File: src/rtl/pmux_pipe_if.sv
// Handshake and data bundle for pmux_pipe: producer-side request plus consumer-side result.
// The slave modport is the mux's view; master is the driving environment's view.
interface pmux_pipe_if #(
  parameter int WIDTH    = 8,
  parameter int CHANNELS = 8,
  parameter int SEL_W    = 4
);
  localparam int CHAN_W = (CHANNELS > 1) ? $clog2(CHANNELS) : 1;

  logic                      in_valid;
  logic                      in_ready;
  logic                      mode;
  logic [SEL_W-1:0]          sel;
  logic [CHANNELS-1:0]       req;
  logic [CHANNELS*WIDTH-1:0] d;
  logic                      out_valid;
  logic                      out_ready;
  logic [WIDTH-1:0]          y;
  logic [CHAN_W-1:0]         y_chan;
  logic                      miss;

  modport slave (
    input  in_valid, mode, sel, req, d, out_ready,
    output in_ready, out_valid, y, y_chan, miss
  );

  modport master (
    output in_valid, mode, sel, req, d, out_ready,
    input  in_ready, out_valid, y, y_chan, miss
  );
endinterface

File: src/rtl/pmux_pipe.sv
// Registered N:1 word mux with valid/ready on both sides; indexed (grouped codes) or priority select.
// Optional PMUX_PIPE_STATS_EN adds saturating accept/miss counters (acc_cnt, miss_cnt).
module pmux_pipe #(
  parameter int WIDTH    = 8,
  parameter int CHANNELS = 8,
  parameter int SEL_W    = 4,
  parameter int GROUP    = 2
) (
  input  logic        clk,
  input  logic        rst,
  pmux_pipe_if.slave  bus
`ifdef PMUX_PIPE_STATS_EN
  ,
  output logic [15:0] acc_cnt,
  output logic [15:0] miss_cnt
`endif
);
  localparam int CHAN_W = (CHANNELS > 1) ? $clog2(CHANNELS) : 1;
  localparam int SHIFT  = $clog2(GROUP);

  logic                accept_s;
  logic [31:0]         code_chan_s;
  logic                idx_hit_s;
  logic [WIDTH-1:0]    idx_y_s;
  logic [CHAN_W-1:0]   idx_chan_s;
  logic [CHANNELS-1:0] grant_s;
  logic [WIDTH-1:0]    pri_y_s;
  logic [CHAN_W-1:0]   pri_chan_s;
  logic                pri_miss_s;
  logic [WIDTH-1:0]    nxt_y_s;
  logic [CHAN_W-1:0]   nxt_chan_s;
  logic                nxt_miss_s;

  logic                out_valid_r;
  logic [WIDTH-1:0]    y_r;
  logic [CHAN_W-1:0]   y_chan_r;
  logic                miss_r;

  assign accept_s     = bus.in_valid && bus.in_ready;
  assign bus.in_ready = !out_valid_r || bus.out_ready;
  assign bus.out_valid = out_valid_r;
  assign bus.y         = y_r;
  assign bus.y_chan    = y_chan_r;
  assign bus.miss      = miss_r;

  // Indexed decode: AND-OR mux so unmapped codes yield all-zero data and channel.
  always_comb begin
    code_chan_s = {{(32-SEL_W){1'b0}}, bus.sel} >> SHIFT;
    idx_hit_s   = (code_chan_s < 32'(CHANNELS));
    idx_y_s     = {WIDTH{1'b0}};
    idx_chan_s  = {CHAN_W{1'b0}};
    for (int i = 0; i < CHANNELS; i++) begin
      idx_y_s    = idx_y_s | ({WIDTH{code_chan_s == 32'(i)}} & bus.d[i*WIDTH +: WIDTH]);
      idx_chan_s = idx_chan_s | ((code_chan_s == 32'(i)) ? CHAN_W'(i) : {CHAN_W{1'b0}});
    end
  end

  // Priority decode: req & -req isolates the lowest set bit as a one-hot grant.
  always_comb begin
    grant_s    = bus.req & (~bus.req + {{(CHANNELS-1){1'b0}}, 1'b1});
    pri_miss_s = ~|bus.req;
    pri_y_s    = {WIDTH{1'b0}};
    pri_chan_s = {CHAN_W{1'b0}};
    for (int i = 0; i < CHANNELS; i++) begin
      pri_y_s    = pri_y_s | ({WIDTH{grant_s[i]}} & bus.d[i*WIDTH +: WIDTH]);
      pri_chan_s = pri_chan_s | (grant_s[i] ? CHAN_W'(i) : {CHAN_W{1'b0}});
    end
  end

  // Mode select for the result to be loaded on accept.
  always_comb begin
    nxt_y_s    = {WIDTH{1'b0}};
    nxt_chan_s = {CHAN_W{1'b0}};
    nxt_miss_s = 1'b0;
    if (bus.mode) begin
      nxt_y_s    = pri_y_s;
      nxt_chan_s = pri_chan_s;
      nxt_miss_s = pri_miss_s;
    end else begin
      nxt_y_s    = idx_y_s;
      nxt_chan_s = idx_chan_s;
      nxt_miss_s = !idx_hit_s;
    end
  end

  // Output stage: load on accept, drop valid on consume, freeze under backpressure.
  always_ff @(posedge clk or posedge rst) begin
    if (rst) begin
      out_valid_r <= 1'b0;
      y_r         <= {WIDTH{1'b0}};
      y_chan_r    <= {CHAN_W{1'b0}};
      miss_r      <= 1'b0;
    end else if (accept_s) begin
      out_valid_r <= 1'b1;
      y_r         <= nxt_y_s;
      y_chan_r    <= nxt_chan_s;
      miss_r      <= nxt_miss_s;
    end else if (bus.out_ready) begin
      out_valid_r <= 1'b0;
    end else begin
      out_valid_r <= out_valid_r;
    end
  end

`ifdef PMUX_PIPE_STATS_EN
  logic [15:0] acc_cnt_r;
  logic [15:0] miss_cnt_r;

  assign acc_cnt  = acc_cnt_r;
  assign miss_cnt = miss_cnt_r;

  // Saturating transaction and miss counters, stepped on the accept edge.
  always_ff @(posedge clk or posedge rst) begin
    if (rst) begin
      acc_cnt_r  <= 16'h0000;
      miss_cnt_r <= 16'h0000;
    end else if (accept_s) begin
      if (acc_cnt_r != 16'hFFFF) begin
        acc_cnt_r <= acc_cnt_r + 16'h0001;
      end else begin
        acc_cnt_r <= acc_cnt_r;
      end
      if (nxt_miss_s && (miss_cnt_r != 16'hFFFF)) begin
        miss_cnt_r <= miss_cnt_r + 16'h0001;
      end else begin
        miss_cnt_r <= miss_cnt_r;
      end
    end else begin
      acc_cnt_r  <= acc_cnt_r;
      miss_cnt_r <= miss_cnt_r;
    end
  end
`endif
endmodule

File: src/flat_wrapper.sv
// flat-port wrapper written by rule: the top's interface ports become plain ports
module pmux_pipe_flat 
#(
  parameter int WIDTH    = 8,
  parameter int CHANNELS = 8,
  parameter int SEL_W    = 4,
  parameter int GROUP    = 2
)
  (clk, rst, bus_in_valid, bus_mode, bus_sel, bus_req, bus_d, bus_out_ready, bus_in_ready, bus_out_valid, bus_y, bus_y_chan, bus_miss);
  pmux_pipe_if #(.WIDTH(WIDTH), .CHANNELS(CHANNELS), .SEL_W(SEL_W)) bus_i ();
  input  logic clk;
  input  logic rst;
  input wire logic [$bits(bus_i.in_valid)-1:0] bus_in_valid;
  input wire logic [$bits(bus_i.mode)-1:0] bus_mode;
  input wire logic [$bits(bus_i.sel)-1:0] bus_sel;
  input wire logic [$bits(bus_i.req)-1:0] bus_req;
  input wire logic [$bits(bus_i.d)-1:0] bus_d;
  input wire logic [$bits(bus_i.out_ready)-1:0] bus_out_ready;
  output wire logic [$bits(bus_i.in_ready)-1:0] bus_in_ready;
  output wire logic [$bits(bus_i.out_valid)-1:0] bus_out_valid;
  output wire logic [$bits(bus_i.y)-1:0] bus_y;
  output wire logic [$bits(bus_i.y_chan)-1:0] bus_y_chan;
  output wire logic [$bits(bus_i.miss)-1:0] bus_miss;
  assign bus_i.in_valid = bus_in_valid;
  assign bus_i.mode = bus_mode;
  assign bus_i.sel = bus_sel;
  assign bus_i.req = bus_req;
  assign bus_i.d = bus_d;
  assign bus_i.out_ready = bus_out_ready;
  assign bus_in_ready = bus_i.in_ready;
  assign bus_out_valid = bus_i.out_valid;
  assign bus_y = bus_i.y;
  assign bus_y_chan = bus_i.y_chan;
  assign bus_miss = bus_i.miss;
  pmux_pipe #(.WIDTH(WIDTH), .CHANNELS(CHANNELS), .SEL_W(SEL_W), .GROUP(GROUP)) u_core (.clk(clk), .rst(rst), .bus(bus_i));
endmodule
File: config.mk
export PLATFORM = sky130hd
export DESIGN_NAME = pmux_pipe_flat
export DESIGN_NICKNAME = d
export VERILOG_FILES = /design/src/rtl/pmux_pipe_if.sv /design/src/rtl/pmux_pipe.sv /design/src/flat_wrapper.sv
export SDC_FILE = /design/constraint.sdc
export NUM_CORES = 1
export LEC_CHECK = 0
export BUFFER_PORTS_ARGS = -buffer_cell sky130_fd_sc_hd__buf_2
export CAP_MARGIN = 20
export CORE_MARGIN = 1
export CORE_UTILIZATION = 30
export CTS_BUF_LIST = sky130_fd_sc_hd__clkbuf_8
export CTS_CLUSTER_SIZE = 12
export DETAILED_ROUTE_END_ITERATION = 8
export PLACE_DENSITY = 0.58
export SLEW_MARGIN = 20
export SYNTH_ARGS = -nofsm -noshare
export SYNTH_HDL_FRONTEND = slang
export SYNTH_SLANG_ARGS = --single-unit
File: constraint.sdc
create_clock -name clk -period 3.36 [get_ports clk]
set_clock_uncertainty 0.1 [all_clocks]
set_input_delay 0.168 -clock clk [delete_from_list [all_inputs] [get_ports clk]]
set_output_delay 0.168 -clock clk [all_outputs]
set_load 0.005 [all_outputs]
==> impl_metrics.ini <==
[floorplan]
initial_core_util_pct = 31.3
rows = 26
die_area_um2 = 5660
pin_count = 95
die_h_um = 75.3
die-width_um = 75.3
core-area_um2 = 5140

[worst_setup_path]
crit_path_start = u_core.bus.out_valid
crit_path_max_fanout = 9
worstPathRequired_ns = 3.37
timing.rr.end = u_core.bus.y[7]
r2r_cells = 5
cp-start-kind = flop
r2r-start = u_core.bus.out_valid
r2r_slack_ns = 1.14
crit_type = flop to flop
crit_end = u_core.bus.y[7]
arrival_ns = 2.23
cp-end-kind = flop

[yosys]
yosysWarningCount = 0
netlist_instances = 212
synth.avg_cell_area_um2 = 7.60
seq_area_frac_synth_pct = 20.2
synth.ff_latch_count = 13
synth-main-ff-cell = dfrtp_1
synth_edf_count = 0
syn_nets = 293
syn_area_um2 = 1610
synth.distinct_cells = 39
async_flop_share_pct = 100

[timing]
fmax_ghz = 0.450
tns_ns = 0
hold_viol_final = 0
finalSetupViolations = 0
tightest_slew_ns = 0.906
fin_ws_ns = 1.14
slew_viol_final = 0
period_minus_slack_ns = 2.22
rsz0062_at_grt = no
slew_headroom_pct = 39.5
fin_crit_sh_pct = 66.1

[route]
antenna_left = 0
drt_iter0_markers = 228
wl_per_cell_um = 18.3
drcViolationCount = 0
finalWirelength_um = 6570
drtPass1Iterations = 5
via_count = 2059
viasPerCell = 5.74

[placed_design]
gp_congestion = 0.853
io_buffers = 93
dp_hpwl_um = 4720
place_ws_ns = 1.19
dp.cells = 354

[layout]
instances_no_fill = 359
final_common_cell = buf_2
final_core_util_pct = 41.5
antenna_cells = 0
drive_gt1_share_pct = 37.4
final_cell_mix = buf_2 (93), a22oi_1 (26), nor2_1 (22)
nNetsFinal = 371
area_delta_synth_final_pct = 32.4

[global_routing]
grt_pass1_wl_um = 9900
grt_antenna_before_repair = 0
grt-ovfl-total = 0
grt_max_degree = 30
grt_pass1_vias = 1930
grt_use_total_pct = 23.9

[clock_network]
postCtsSetupRepairBufs = 0
cts_buffers = 3
cts_resized = 0
numClockSinks = 13
clock_path_buffers = 2
clk_pin_slew_ns = 0.07
ctsHoldBuffers = 1
root_buffer = clkbuf_8
clk_latency_ns = 0.25
cts_tree = built
htree_num_levels = 1

[hold_path]
holdCritStartpoint = bus_in_valid
worstHoldPathType = primary input to flop

[pwr]
p_leak_nw = 0.943
power_density_nw_per_um2 = 279
peakVddDrop_v = 0.000154

[job]
maxCapViolations = 0

[run_status]
outcome = finished clean
critical path: stages, from the launching register on:
cell and delay, ns:
dfrtp_1 0.38, nand2b_1 0.14, and2_1 0.43, nand2b_1 0.37, a2111oi_0 0.57, a311oi_1 0.10
metrics by stage:
step	cell area (um2)	hold WS [ns]	power, mW
2_1_floorplan	1610	-0.0550	0.326
3_3_place_gp	2080	0.161	0.439
3_5_place_dp	2080	0.162	0.441
4_1_cts	2130	0.0587	0.594
5_1_grt	2130	0.0663	0.628
6_report	2130	0.0616	0.594
area by class of cell:
type,count,area [um2]
flip-flops and latches,13,325
inverters,2,7.51
well taps,70,87.6
multi-input cells,175,1180
repair buffers,95,483
fillers,598,3010
clock buffers,3,41.3
clock inverters,1,5.00
synth_stat cells, drive strengths merged, types with 2 or more instances:
cell,count,share of area (%)
a2111oi,2,1.1
a21oi,14,4.4
a221o,7,4.4
a221oi,3,1.6
a22o,5,2.7
a22oi,26,12
and2,2,0.78
buf,6,2.1
clkbuf,16,3.8
dfrtp,13,20
inv,2,0.47
mux2,6,4.2
mux2i,9,5.6
mux4,2,2.8
nand2,14,3.3
nand2b,4,1.6
nand3,5,1.6
nand3b,2,0.93
nor2,22,5.1
nor2b,9,3.5
nor3,3,0.93
o211ai,3,1.4
o21ai,13,4.0
o22ai,7,2.7
o32ai,6,3.3
or4,2,1.2
how the worst min path moves through the flow:
stage,end,slack [ns],depth (start not counted)
floorplan,u_core.bus.miss,-0.06,1
global placement,u_core.bus.y[6],0.16,2
detailed placement,u_core.bus.y[6],0.16,2
CTS,u_core.bus.out_valid,0.06,2
global route,u_core.bus.out_valid,0.07,2
finish,u_core.bus.out_valid,0.06,2
flip-flops by register name (all words and copies together) (netlist names):
name / count
u_core.bus.y: 8
u_core.bus.y_chan: 3
u_core.bus.miss: 1
u_core.bus.out_valid: 1
logic make-up (layout without fill, tap and decap cells):
| family | Yosys count | count (layout) | synth area share, % |
|---|---|---|---|
| flops | 13 | 13 | 20.2 |
| simple gates | 65 | 65 | 19.6 |
| buf+inv | 24 | 101 | 6.37 |
| compound gates | 93 | 93 | 41.3 |
| mux | 17 | 17 | 12.6 |
routing by layer:
metal,global-route usage (%),up-vias,wire length (um)
li1,-,983,-
met1,33.7,963,2850
met5,0,-,0
met4,4.32,0,52
met3,2.41,6,549
met2,39.8,107,3120
power breakdown:
part,leakage (nW),internal [mW],switching (mW)
Clock,0.0255,0.0821,0.0708
Combinational,0.766,0.115,0.134
Sequential,0.151,0.180,0.0131
Total,0.943,0.377,0.218
No activity file was read; power rests on OpenSTA's default activity.
